## config.mk

```make
export PLATFORM = sky130hd
export DESIGN_NAME = ps2_rx
export DESIGN_NICKNAME = d
export VERILOG_FILES = /design/src/rtl/ps2_pkg.sv /design/src/rtl/ps2_filter.sv /design/src/rtl/ps2_rx.sv
export SDC_FILE = /design/constraint.sdc
export NUM_CORES = 1
export LEC_CHECK = 0
export CORE_MARGIN = 4
export CORE_UTILIZATION = 45
export CTS_CLUSTER_SIZE = 8
export DETAILED_ROUTE_END_ITERATION = 10
export HOLD_SLACK_MARGIN = 0.02
export PLACE_DENSITY_LB_ADDON = 0.1
export SLEW_MARGIN = 20
export SYNTH_ARGS = -nofsm -noshare
export SYNTH_HDL_FRONTEND = slang
export SYNTH_HIERARCHICAL = 1
export SYNTH_SLANG_ARGS = --single-unit
```

## constraint.sdc

```tcl
create_clock -name clk_i -period 2.1 [get_ports clk_i]
set_clock_uncertainty 0.05 [all_clocks]
set_input_delay 0.42 -clock clk_i [delete_from_list [all_inputs] [get_ports clk_i]]
set_output_delay 0.42 -clock clk_i [all_outputs]
set_load 0.005 [all_outputs]
```

## src/rtl/ps2_pkg.sv

```systemverilog
// Shared PS/2 definitions for the receive and transmit paths of the input block.
// The odd-parity helper gives the parity bit that makes data plus parity carry an odd count of ones.
package ps2_pkg;

    typedef enum logic [1:0] {
        IDLE = 2'd0,
        RX   = 2'd1,
        DONE = 2'd2
    } ps2_rx_state_t;

    localparam int PS2_FRAME_BITS = 11;
    localparam int PS2_DATA_BITS  = 8;

    function automatic logic ps2_odd_parity(input logic [PS2_DATA_BITS-1:0] data);
        return ~(^data);
    endfunction

endpackage

```

## src/rtl/ps2_filter.sv

```systemverilog
// Conditions the raw PS/2 pad lines: two-flop synchronisers, a debounce on the clock line
// and a registered pulse on each filtered clock falling edge.
module ps2_filter
    import ps2_pkg::*;
#(
    parameter int FILTER_LEN = 8
) (
    input  logic clk_i,
    input  logic reset_i,
    input  logic ps2c_i,
    input  logic ps2d_i,
    output logic ps2c_o,
    output logic ps2d_o,
    output logic fall_o
);

    localparam int CW = $clog2(FILTER_LEN + 1);

    logic [1:0]    c_sync_r;
    logic [1:0]    d_sync_r;
    logic          filt_r;
    logic [CW-1:0] cnt_r;
    logic          fall_r;

    // Synchronise both lines and move the filtered clock only after a stable run of differing samples.
    always_ff @(posedge clk_i or negedge reset_i) begin
        if (!reset_i) begin
            c_sync_r <= 2'b11;
            d_sync_r <= 2'b11;
            filt_r   <= 1'b1;
            cnt_r    <= {CW{1'b0}};
            fall_r   <= 1'b0;
        end else begin
            c_sync_r <= {c_sync_r[0], ps2c_i};
            d_sync_r <= {d_sync_r[0], ps2d_i};
            fall_r   <= 1'b0;
            if (c_sync_r[1] == filt_r) begin
                cnt_r <= {CW{1'b0}};
            end else if (cnt_r == CW'(FILTER_LEN - 1)) begin
                // The FILTER_LEN-th differing sample commits the new level.
                filt_r <= c_sync_r[1];
                cnt_r  <= {CW{1'b0}};
                fall_r <= ~c_sync_r[1];
            end else begin
                cnt_r <= cnt_r + CW'(1);
            end
        end
    end

    assign ps2c_o = filt_r;
    assign ps2d_o = d_sync_r[1];
    assign fall_o = fall_r;

endmodule

```

## src/rtl/ps2_rx.sv

```systemverilog
// PS/2 device-to-host receiver: deserialises start, 8 data bits LSB first, odd parity and stop,
// then reports the byte with a done strobe, a parity status and a framing/timeout strobe.
module ps2_rx
    import ps2_pkg::*;
#(
    parameter int FILTER_LEN     = 8,
    parameter int TIMEOUT_CYCLES = 20000
) (
    input  logic       clk_i,
    input  logic       reset_i,
    input  logic       rx_en_i,
    input  logic       ps2c_i,
    input  logic       ps2d_i,
    output logic [7:0] rx_data_o,
    output logic       rx_done_o,
    output logic       parity_err_o,
    output logic       frame_err_o,
    output logic       idle_o
);

    localparam int TW = $clog2(TIMEOUT_CYCLES + 1);
    localparam int SW = PS2_FRAME_BITS - 1;

    logic c_filt_s;
    logic d_s;
    logic fall_s;
    logic sample_s;

    ps2_rx_state_t     state_r,  state_nxt_s;
    logic [3:0]        bit_cnt_r, bit_cnt_nxt_s;
    logic [SW-1:0]     shift_r,  shift_nxt_s;
    logic [TW-1:0]     timer_r,  timer_nxt_s;
    logic [7:0]        rx_data_r, rx_data_nxt_s;
    logic              perr_r,   perr_nxt_s;
    logic              done_r,   done_nxt_s;
    logic              ferr_r,   ferr_nxt_s;

    ps2_filter #(
        .FILTER_LEN (FILTER_LEN)
    ) u_filter (
        .clk_i   (clk_i),
        .reset_i (reset_i),
        .ps2c_i  (ps2c_i),
        .ps2d_i  (ps2d_i),
        .ps2c_o  (c_filt_s),
        .ps2d_o  (d_s),
        .fall_o  (fall_s)
    );

    // Qualify the edge pulse with the filtered level it leaves behind.
    assign sample_s = fall_s & ~c_filt_s;

    // Next-state and next-output logic for the frame FSM.
    always_comb begin
        state_nxt_s   = state_r;
        bit_cnt_nxt_s = bit_cnt_r;
        shift_nxt_s   = shift_r;
        timer_nxt_s   = timer_r;
        rx_data_nxt_s = rx_data_r;
        perr_nxt_s    = perr_r;
        done_nxt_s    = 1'b0;
        ferr_nxt_s    = 1'b0;
        case (state_r)
            IDLE: begin
                if (rx_en_i && sample_s && !d_s) begin
                    state_nxt_s   = RX;
                    bit_cnt_nxt_s = 4'd0;
                    timer_nxt_s   = {TW{1'b0}};
                end else begin
                    state_nxt_s = IDLE;
                end
            end
            RX: begin
                if (!rx_en_i) begin
                    state_nxt_s = IDLE;
                end else if (sample_s) begin
                    shift_nxt_s   = {d_s, shift_r[SW-1:1]};
                    timer_nxt_s   = {TW{1'b0}};
                    bit_cnt_nxt_s = bit_cnt_r + 4'd1;
                    if (bit_cnt_r == 4'(PS2_FRAME_BITS - 2)) begin
                        state_nxt_s = DONE;
                    end else begin
                        state_nxt_s = RX;
                    end
                end else if (timer_r == TW'(TIMEOUT_CYCLES - 2)) begin
                    // Timer restarts the cycle after the fall, so this lands the strobe
                    // exactly TIMEOUT_CYCLES cycles after the fall pulse.
                    ferr_nxt_s  = 1'b1;
                    state_nxt_s = IDLE;
                end else begin
                    timer_nxt_s = timer_r + TW'(1);
                end
            end
            DONE: begin
                state_nxt_s = IDLE;
                if (shift_r[SW-1]) begin
                    rx_data_nxt_s = shift_r[7:0];
                    perr_nxt_s    = (shift_r[8] != ps2_odd_parity(shift_r[7:0]));
                    done_nxt_s    = 1'b1;
                end else begin
                    ferr_nxt_s = 1'b1;
                end
            end
            default: begin
                state_nxt_s = IDLE;
            end
        endcase
    end

    // State, datapath and registered output updates.
    always_ff @(posedge clk_i or negedge reset_i) begin
        if (!reset_i) begin
            state_r   <= IDLE;
            bit_cnt_r <= 4'd0;
            shift_r   <= {SW{1'b0}};
            timer_r   <= {TW{1'b0}};
            rx_data_r <= 8'h00;
            perr_r    <= 1'b0;
            done_r    <= 1'b0;
            ferr_r    <= 1'b0;
        end else begin
            state_r   <= state_nxt_s;
            bit_cnt_r <= bit_cnt_nxt_s;
            shift_r   <= shift_nxt_s;
            timer_r   <= timer_nxt_s;
            rx_data_r <= rx_data_nxt_s;
            perr_r    <= perr_nxt_s;
            done_r    <= done_nxt_s;
            ferr_r    <= ferr_nxt_s;
        end
    end

    assign rx_data_o    = rx_data_r;
    assign rx_done_o    = done_r;
    assign parity_err_o = perr_r;
    assign frame_err_o  = ferr_r;
    assign idle_o       = (state_r == IDLE);

endmodule

```

Word-level counts from Yosys, hierarchy flattened
Index checks and enable logic that the tools add are counted.
- add/subtract/negate cells: 3
- equal/unequal tests: 12
- multiplexer cells: 26
- bitwise operators: 5
- reductions and logical operators: 11
- operators by type and width (kind ; count):
    2-to-1 mux 15 bit ; 4
    case mux 15 bit (2 select lines) ; 1
    2-to-1 mux 4 bit ; 5
    adder 15 x 1 -> 15 bit, second input constant ; 1
    == test 15 bit, second input constant ; 1
    2-to-1 mux 1 bit ; 9
    adder 4 x 1 -> 4 bit, second input constant ; 2
    2-to-1 mux 2 bit ; 4
    case mux 4 bit (2 select lines) ; 1
    AND reduction 4 bit ; 2
    XOR reduction 8 bit ; 1
    == test 4 x 3 -> 1 bit, second input constant ; 1
    == test 4 bit, second input constant ; 1
    != test 2 bit, second input constant ; 2
    != test 4 bit, second input constant ; 1
    NOT 1 bit ; 4
    case mux 2 bit (2 select lines) ; 1
    AND reduction 2 bit ; 2
    != test 3 bit, second input constant ; 1
    AND reduction 3 bit ; 1
    == test 2 x 1 -> 1 bit, second input constant ; 1
    == test 2 bit, second input constant ; 1
    logical AND 1 bit ; 2
    logical NOT 2 bit ; 1
    7 further kinds ; 7
- flip-flop bits (word level): 52
- input bits: 5
- output and inout port bits: 12
- word-level logic and storage cells: 70

Depth between registers and ports, before layout
- depth after elaboration: 6
- gate-level depth with buffers: 9
- mapped depth without buffers: 7

Hierarchy
Netlist, hierarchy kept.
- by module, submodules not included (module ; instances ; cells each ; area an instance (um^2) ; sequential area each (um^2)):
    ps2_rx ; 1 ; 195 ; 2182.1 ; 1051.0
    ps2_filter ; 1 ; 23 ; 364.1 ; 256.5

Worst setup path before layout
No wires, ideal clock.
- path type: reg-to-reg
- start: register state_r[0]
- end: register timer_r[6]
- setup time: 0.126 ns
- data arrival time: 1.809 ns
- required time: 1.924 ns
- slack: 0.115 ns
- stages on the path, launching flop included: 8
- path buffers: 1
- cell sequence: dfrtp_1 inv_1 ha_1 and4bb_1 o21ai_2 o21ba_4 buf_6 a221o_1
- word-level cells in the longest chain between the ends: 3
- elaborated cells on any way between the ends: 8
- those cells by class: eq/ne (4); mux (1); reduce/logical (3)
- RTL lines (item ; RTL line ; text):
    from (decl) ; ps2_rx.sv:29 ; ps2_rx_state_t state_r, state_nxt_s;
    from (signal assigned) ; ps2_rx.sv:122 ; state_r <= state_nxt_s;
    logical NOT 2 bit * ; - ;
    net idle_o ; ps2_rx.sv:18 ; output logic idle_o
    != test 2 x 1 -> 1 bit (no line) or nonzero test 2 bit (tied branches) ; - ;
    AND reduction 4 bit (no line) ; - ;
    to (signal assigned) ; ps2_rx.sv:116 ; timer_r <= {TW{1'b0}};
    to (signal assigned) ; ps2_rx.sv:125 ; timer_r <= timer_nxt_s;
    to (decl) ; ps2_rx.sv:32 ; logic [TW-1:0] timer_r, timer_nxt_s;
The timed path passes the listed nets; every way through them passes the cells marked *.
A chain may end at the register's enable or synchronous reset.

Worst setup path in the final report
- start: register state_r[0]
- end: output idle_o
- word-level cells in the longest chain between the ends: 1
- RTL lines (item ; RTL line ; text):
    logical NOT 2 bit ; ps2_rx.sv:137 ; assign idle_o = (state_r == IDLE);
    to (decl) ; ps2_rx.sv:18 ;
No other way between the ends.

==> impl_metrics.py <==
metrics = {
    "run_status": {
        "status": "complete, no violations",
    },
    "worst_setup_path": {
        "crit_type": "flop to primary output",
        "critPathCaptureType": "primary output",
        "critPathSlowestCell": "clkdlybuf4s50_1",
        "startpoint_type": "flop",
        "crit_arrival_ps": 1510,
        "r2r_setup_slack_ps": 190,
        "worst_ep_required_time_ps": 1630,
        "critical_path_buf_inv_count": 2,
        "crit_cells": 3,
        "cp_max_fo": 8,
        "reg2reg_depth": 7,
        "max_stage_delay_ps": 510,
        "path_cells": "inv_1, ha_4, clkdlybuf4s50_1",
        "critical_path.top_delay_family": "buffers and inverters",
    },
    "cells_and_area": {
        "design_area_mm2": 0.00295,
        "fill_cells": 498,
        "fin_nets": 256,
        "syn_to_final_growth_pct": 15.7,
        "drive_gt1_share_pct": 22.1,
        "n_antenna_cell": 0,
    },
    "sta": {
        "fmax_mhz": 504,
        "maxSlewHeadroom_pct": 71.5,
        "fin_tns_setup_ps": 0,
        "rsz0062_at_grt": "false",
        "finalHoldViolations": 0,
        "worst_slack_ps": 115,
        "worst_pin_slew_ps": 423,
        "slew_violations": 0,
        "min_period_over_period_pct": 94.5,
        "period_needed_ps": 1980,
        "finalSetupViolCount": 0,
    },
    "worst_hold_path": {
        "hold_path.class": "primary input to asynchronous set/reset pin",
    },
    "logic_synthesis": {
        "synth_edf_count": 0,
        "ys_warn_count": 6,
        "syn-cell-area_mm2": 0.00255,
        "synth-seq-cells": 52,
        "seq_area_frac_synth_pct": 51.4,
        "synthMuxAreaShare_pct": 9.78,
        "synth_area_per_cell_um2": 11.7,
        "synth_cell_types": 46,
        "yosys.area_share.adder_pct": 3.93,
        "syn-num-nets": 231,
        "synth_top_family_by_area": "simple AND/OR/NAND/NOR gates",
        "ys.flop_type": "dfrtp_1",
        "synthXorXnorAreaFrac_pct": 4.47,
        "synth_compound_area_share_pct": 10.3,
        "yosys.area_share.simple_pct": 16.8,
        "syn_inst": 218,
        "synthArstFlopShare_pct": 100,
    },
    "global_route": {
        "first_global_vias": 1614,
        "overflow": 0,
        "grt_max_degree": 53,
        "antenna_found_initial": 0,
        "grt_usage_pct": 13.2,
        "grt_pass1_wl_mm": 7.56,
    },
    "detailed_routing": {
        "viasPerCell": 5.24,
        "drt-initial-drc-count": 89,
        "drc_errors": 0,
        "routedWlPerCell_um": 13.5,
        "ant_nets": 0,
        "vias": 1656,
        "routed_wl_mm": 4.27,
        "drt_pre_antenna_iters": 4,
    },
    "cts": {
        "cts_resized": 1,
        "clockBufferDepth": 2,
        "cts_buffers": 5,
        "cts_root_buf": "clkbuf_8",
        "clock_sinks": 52,
        "htreeDepth": 2,
        "cts.reportedPaths.clkPinSlew_ps": 90,
        "cts_setup_buffers": 0,
        "cts_hold_repair.buffers": 0,
        "cts_tree": "yes",
        "worst_skew_pair.late_latency_ps": 290,
    },
    "floorplanning": {
        "io_pins": 17,
        "start_util_pct": 46.2,
        "die_h_um": 83.2,
        "rows": 27,
        "die_w_um": 83.2,
        "die-area_mm2": 0.00693,
        "coreArea_mm2": 0.00551,
    },
    "place": {
        "dp_worst_setup_slack_ps": -8.85,
        "placed_cell_area_mm2": 0.00284,
        "io_buffers": 16,
        "dp_hpwl_mm": 3.00,
        "gp_congestion": 0.717,
    },
    "power": {
        "powerDensity_mw_per_mm2": 600,
        "ir_drop_mv": 0.553,
        "p_leak_nw": 1.38,
    },
    "run": {
        "drv_cap": 0,
    },
}
[stage by stage]
step                instances  hold WS, ps  util, %  power (W)
floorplan                 218         74.4        -    0.00116
global placement          308          297     51.6    0.00121
detailed placement        308          299     51.6    0.00121
CTS                       316         58.1     53.3    0.00180
global route              316         61.9     53.5    0.00185
finish                    316         47.8     53.5    0.00177
[final timing paths]
path / from / end
worst max-delay path: state_r[0]$_DFFE_PN0P_ / idle_o
worst min-delay path: reset_i / rx_data_o[5]$_DFFE_PN0P_
worst max register to register: timer_r[1]$_DFFE_PN0P_ / timer_r[8]$_DFFE_PN0P_
worst min register to register: u_filter/c_sync_r[0]$_DFF_PN1_ / u_filter/c_sync_r[1]$_DFF_PN1_
max in group asynchronous: reset_i / u_filter/d_sync_r[1]$_DFF_PN1_
min in group clk_i: u_filter/c_sync_r[0]$_DFF_PN1_ / u_filter/c_sync_r[1]$_DFF_PN1_
[report_power, final]
group,internal (W),total (W),switching [W]
clock,0.000268,0.000574,0.000306
sequential,0.00104,0.00108,0.0000367
combinational,0.0000594,0.000111,0.0000513
[registers in the layout, summed over array words and instances, names as in the netlist]
| register | count |
|---|---|
| u_filter/c_sync_r | 2 |
| timer_r | 15 |
| u_filter/d_sync_r | 2 |
| u_filter/cnt_r | 4 |
| parity_err_o | 1 |
| rx_data_o | 8 |
| u_filter/fall_o | 1 |
| rx_done_o | 1 |
| state_r | 2 |
| shift_r | 10 |
| u_filter/ps2c_o | 1 |
| bit_cnt_r | 4 |
| frame_err_o | 1 |
[routing by layer]
layer | wire, um | global-route usage, %
met2 | 2030 | 21.4
met5 | 0 | 0
met4 | 46 | 4.01
met3 | 139 | 2.98
met1 | 2060 | 17.7
[cell usage in the layout, fill, tap and decap left out, types with 3 or more instances in the layout]
cell type	instances
nor3_1	3
a21oi_1	4
nor2_1	14
dfrtp_1	47
ha_1	7
nand2_1	16
a22o_1	5
mux2_2	19
a221o_1	5
nand3b_1	4
buf_4	8
dfstp_2	5
xor2_1	3
inv_1	9
xnor2_1	10
nand3_1	9
clkbuf_8	6
clkdlybuf4s50_1	15
o21ai_0	7
nor2b_1	5
and3_1	5
nor4_1	3
[logic make-up after synthesis]
| family | Yosys count |
|---|---|
| XOR/XNOR | 13 |
| buffers and inverters | 17 |
| flip-flops | 52 |
| AND/OR/NAND/NOR | 74 |
| adder cells (fa/ha/maj) | 8 |
| AO/OA/AOI/OAI | 32 |
| multiplexers | 22 |
[cell usage after synthesis, types with 2 or more instances]
| library cell | number | area (um2) |
|---|---|---|
| a21o_2 | 2 | 17.5 |
| a21oi_1 | 4 | 20.0 |
| a221o_1 | 5 | 50.1 |
| a22o_1 | 5 | 43.8 |
| and3_1 | 5 | 31.3 |
| and4bb_1 | 2 | 25.0 |
| buf_2 | 3 | 15.0 |
| buf_6 | 2 | 22.5 |
| clkbuf_1 | 2 | 7.51 |
| dfrtp_1 | 47 | 1180 |
| dfstp_2 | 5 | 131 |
| ha_1 | 8 | 100 |
| inv_1 | 9 | 33.8 |
| mux2_2 | 19 | 214 |
| mux2i_1 | 2 | 20.0 |
| nand2_1 | 16 | 60.1 |
| nand3_1 | 9 | 45.0 |
| nand3b_1 | 4 | 30.0 |
| nand4_1 | 2 | 12.5 |
| nor2_1 | 14 | 52.6 |
| nor2b_1 | 5 | 31.3 |
| nor3_1 | 3 | 15.0 |
| nor3b_1 | 2 | 15.0 |
| nor4_1 | 3 | 18.8 |
| o21a_1 | 2 | 15.0 |
| o21ai_0 | 7 | 35.0 |
| xnor2_1 | 10 | 87.6 |
| xor2_1 | 3 | 26.3 |
[worst register-to-register path, stage by stage, from the launching register on]
cell	delay (ps)
dfrtp_1	440
ha_1	190
and4b_1	200
and4_4	280
nor4_4	50
buf_12	170
and3_1	170
a221o_1	250
[final cells by class]
| cell class | instances | area (um2) | share of cell area [%] |
|---|---|---|---|
| Sequential cell | 52 | 1310 | 44.4 |
| Multi-Input combinational cell | 149 | 1160 | 39.5 |
| Timing Repair Buffer | 26 | 255 | 8.67 |
| Tap cell | 72 | 90.1 | 3.06 |
| Clock buffer | 7 | 86.3 | 2.93 |
| Inverter | 9 | 33.8 | 1.15 |
| Clock inverter | 1 | 7.51 | 0.255 |
Note: power is estimated with default switching activity, not from simulation.
